## config.mk

```make
export PLATFORM = sky130hd
export DESIGN_NAME = down_counter_7bit
export DESIGN_NICKNAME = d
export VERILOG_FILES = /design/src/rtl/counter_pkg.sv /design/src/rtl/down_counter_7bit.sv
export SDC_FILE = /design/constraint.sdc
export NUM_CORES = 1
export LEC_CHECK = 0
export BUFFER_PORTS_ARGS = -buffer_cell sky130_fd_sc_hd__buf_2
export CAP_MARGIN = 20
export CELL_PAD_IN_SITES_DETAIL_PLACEMENT = 1
export CELL_PAD_IN_SITES_GLOBAL_PLACEMENT = 1
export CORE_AREA = 2 2 39 41
export DETAILED_ROUTE_END_ITERATION = 10
export DIE_AREA = 0 0 41 43
export PLACE_DENSITY_LB_ADDON = 0.3
export SLEW_MARGIN = 20
export SYNTH_ARGS = -nofsm -noshare
export SYNTH_HDL_FRONTEND = slang
export SYNTH_SLANG_ARGS = --single-unit
```

## constraint.sdc

```tcl
create_clock -name clk -period 2.72 [get_ports clk]
set_clock_uncertainty 0.2 [all_clocks]
set_input_delay 0 -clock clk [delete_from_list [all_inputs] [get_ports clk]]
set_output_delay 0 -clock clk [all_outputs]
set_load 0.02 [all_outputs]
```

## src/rtl/counter_pkg.sv

```systemverilog
// Shared counter constants: width and all-ones reset value reused by the
// free-running counters in this codebase.
package counter_pkg;

  localparam int              CNT_WIDTH = 7;
  localparam logic [6:0]      CNT_RESET = 7'h7F;

endpackage : counter_pkg

```

## src/rtl/down_counter_7bit.sv

```systemverilog
// Free-running WIDTH-bit binary down counter: async reset to all-ones,
// decrements by one every rising edge and wraps from 0 back to all-ones.
module down_counter_7bit
  import counter_pkg::*;
#(
  parameter int               WIDTH     = CNT_WIDTH,
  parameter logic [WIDTH-1:0] RESET_VAL = CNT_RESET
) (
  input  logic             clk,
  input  logic             reset,
  output logic [WIDTH-1:0] q
);

  localparam logic [WIDTH-1:0] ALL_ONES = {WIDTH{1'b1}};
  localparam logic [WIDTH-1:0] ONE      = {{(WIDTH-1){1'b0}}, 1'b1};

  // The wrap from 0 to all-ones relies on the reset value being all-ones.
  generate
    if (RESET_VAL != ALL_ONES) begin : g_bad_reset_val
      $error("down_counter_7bit: RESET_VAL must equal 2**WIDTH-1");
    end
  endgenerate

  logic [WIDTH-1:0] cnt_r;

  // Count state: async reset to all-ones, otherwise modulo-2**WIDTH decrement.
  always_ff @(posedge clk or posedge reset) begin
    if (reset) begin
      cnt_r <= RESET_VAL;
    end else begin
      cnt_r <= cnt_r - ONE;
    end
  end

  assign q = cnt_r;

endmodule : down_counter_7bit

```

# ---- Yosys cells after proc, flatten, opt, wreduce, memory -nomap -nowiden
# Cells that the tools add are included.
dict set report classes {
  mul 0
  shift 0
  div_mod_pow 0
  eq_ne 0
  bitwise 0
  n_reduce_logical 0
  add_sub_neg 1
  n_lt_le_gt_ge 0
  mux 0
}
# op count
set op_table {}
lappend op_table {{7-bit by 1-bit subtractor with 7-bit output, second input constant} 1}
dict set report totals {
  memories 0
  in_bits 2
  latchBits 0
  regBits 7
  word_cells 2
  romBits 0
  ram_bits 0
}

# ---- Depth between registers and ports, before layout
dict set report depth {
  word_depth 1
  mapped_depth 4
  ltp_nobuf 4
}

# ---- Least setup slack after synthesis
# Ideal clock, no wire load.
dict set report synth_path {
  kind {flip-flop to flip-flop}
  start {register cnt_r[0] (netlist: q[0])}
  end {register cnt_r[6] (netlist: q[6])}
  t_arrival_ns 1.088
  path_slack_ns 1.356
  path_buffers 0
  period_less_slack_ns 1.364
  stages_incl_launch_ff 5
  cell_sequence {dfstp_2 inv_1 ha_1 nand3b_1 xnor2_1}
}
dict set report synth_between {
  elab_chain_len 1
}
# item line_no
set synth_rtl {}
lappend synth_rtl {{start: declaration} down_counter_7bit.sv:24} ;# logic [WIDTH-1:0] cnt_r;
lappend synth_rtl {{start signal: assignment} down_counter_7bit.sv:31} ;# cnt_r <= cnt_r - ONE;
lappend synth_rtl {{7-bit by 1-bit subtractor with 7-bit output} down_counter_7bit.sv:31}
# No other way between the ends.

# ---- Final worst setup path
# Ends and elaborated chain as after synthesis.

==> reports/qor.yml <==
setup_path:
  critPathMaxFanout: 3
  cp-start-kind: "flop"
  cp-end-kind: "flop"
  critical_path_class: "reg -> reg"
  critical_path_required_ps: 2700
  crit_arrival_ps: 1300
clock_tree:
  cts_max_level: 1
  ctsResizeCount: 0
  postCtsSetupBuffers: 0
  numCtsBuffers: 3
  clk_latency_ps: 250
  clk_path_buf_depth: 2
  cts_root_buf: "clkbuf_4"
  cts_tree: "done"
  cts_sinks: 7
  clkTransAtPathRegs_ps: 50
logic_synthesis:
  syn_inst: 23
  synth_cell_types: 11
  synth.top_cell.area_share: 0.634
  syn_area_um2: 290
  synth_nets: 26
  synth_area_leader_cell: "dfstp_2"
  avgSynthCellArea_um2: 12.6
  synth-seq-cells: 7
  yosysSeqAreaShare: 0.634
  synth_area_leaders: "dfstp_2 63%, xnor2_1 9.1%, xor2_1 6.0%, inv_1 5.2%, ha_1 4.3%"
  synth_warnings: 0
place:
  port_buffers: 8
  gp_congestion: 0.689
  hpwl_um: 391
route:
  first_pass_iters: 1
  wire_per_inst_um: 9.79
  vias: 199
  drt-total-wl_um: 509
  ant_nets: 0
  vias_per_cell: 3.83
  drt-initial-drc-count: 0
  drcViolationCount: 0
timing:
  worst_pin_slew_ps: 263
  timing.setup.tns_ps: 0
  setup_viol: 0
  fmax_mhz: 755
  drv_slew: 0
  relSlewSlack: 0.825
  min_period_ps: 1320
  rsz0062_at_grt: "false"
  hold_violations: 0
  period_share: 0.487
flow_run:
  cap_violations: 0
floorplanning:
  die_width_um: 41
  core_um2: 1380
  die_area_um2: 1760
  die_y_um: 43
  ios: 9
  rows: 14
  initial_utilization: 0.210
power_and_ir_drop:
  p_total_uw: 202
  ir_worst_vdd_mv: 0.167
  leakagePower_nw: 0.169
  power_density_nw_per_um2: 523
global_routing:
  grt_start_max_net_pins: 8
  grt_pass1_wl_um: 917
  globalRouteOverflowTotal: 0
  grt_antenna_before_repair: 0
  grt_pass1_vias: 206
  grt_util_all_layers: 0.0831
layout:
  layout-drive-gt1-share: 0.528
  antenna-diode-count: 0
  largest_reg_flops: 7
  finalNetCount: 40
  syn_to_final_growth_pct: 33.2
hold_path:
  hold_path.class: "in -> async"
status:
  status: "completed"
-- cells by family (layout without fill, tap and decap cells) --
kind of cell  count (synthesis)  count (layout)  share of synthesized area
flops                         7               7                      0.634
fa+ha+maj                     1               1                     0.0431
buf+inv                       4              17                     0.0517
simple gates                  6               6                      0.121
xor+xnor                      5               5                      0.151
-- worst max-delay path, stage by stage, from the launching register on --
cell and delay (ps):
dfstp_2 540, inv_1 60, ha_1 230, nand3b_1 100, xnor2_1 110
-- final timing paths --
check / start / end / slack (ps) / cells after the start
worst min-delay path: reset / q[2] / 260 / 3
worst min register to register: q[6] / q[6] / 280 / 1
worst max register to register: q[0] / q[6] / 1400 / 4
max in group asynchronous: reset / q[3] / 2030 / 3
min in group clk: q[6] / q[6] / 280 / 1
worst max-delay path: q[0] / q[6] / 1400 / 4
-- layout make-up --
class	instances	area, um2
inverter	4	15.0
tap	16	20.0
multi-input combinational	12	91.3
sequential	7	184
fill	169	997
clock buffer	4	26.3
timing repair buffer	9	50.0
-- metal layers --
metal  global-route usage  routed length [um]
met1                0.113                 222
met2               0.0938                 254
met3               0.0314                  33
met4               0.0800                   0
met5                    0                   0
-- synth_stat cells --
master and number:
inv_1 4, nor3_1 1, dfstp_2 7, nand3_1 1, nand3b_1 1, nor3_2 1, xor2_1 2, nor2_1 1
ha_1 1, xnor2_1 3, nand2_1 1
-- power breakdown --
part	internal [mW]	switching (mW)	total [mW]
combinational	0.00153	0.00220	0.00373
sequential	0.105	0	0.105
clock	0.0560	0.0378	0.0938
total	0.162	0.0400	0.202
-- stage by stage --
step                std cells  worst slack (ps)  hold slack, ps  area (um2)  utilization
floorplan                  23              1360            -179         290            -
global placement           47              1400           -13.9         350        0.253
detailed placement         47              1390          -0.263         350        0.253
CTS                        52              1380             281         387        0.279
global route               52              1320             303         387        0.279
finish                     52              1400             262         387        0.279
-- layout by cell type (no fill, tap or decap), drive strengths merged --
cell         instances
nor2                 1
buf                  8
nand3                1
nand2                1
ha                   1
nand3b               1
dfstp                7
inv                  4
dlygate4sd3          1
xor2                 2
xnor2                3
nor3                 2
clkbuf               4
-- what timing repair did --
item	CTS	global route
setup endpoints to repair	0	0
hold endpoints to repair	7	0
hold buffers	1	0
Power figures use the tool's default switching activity.
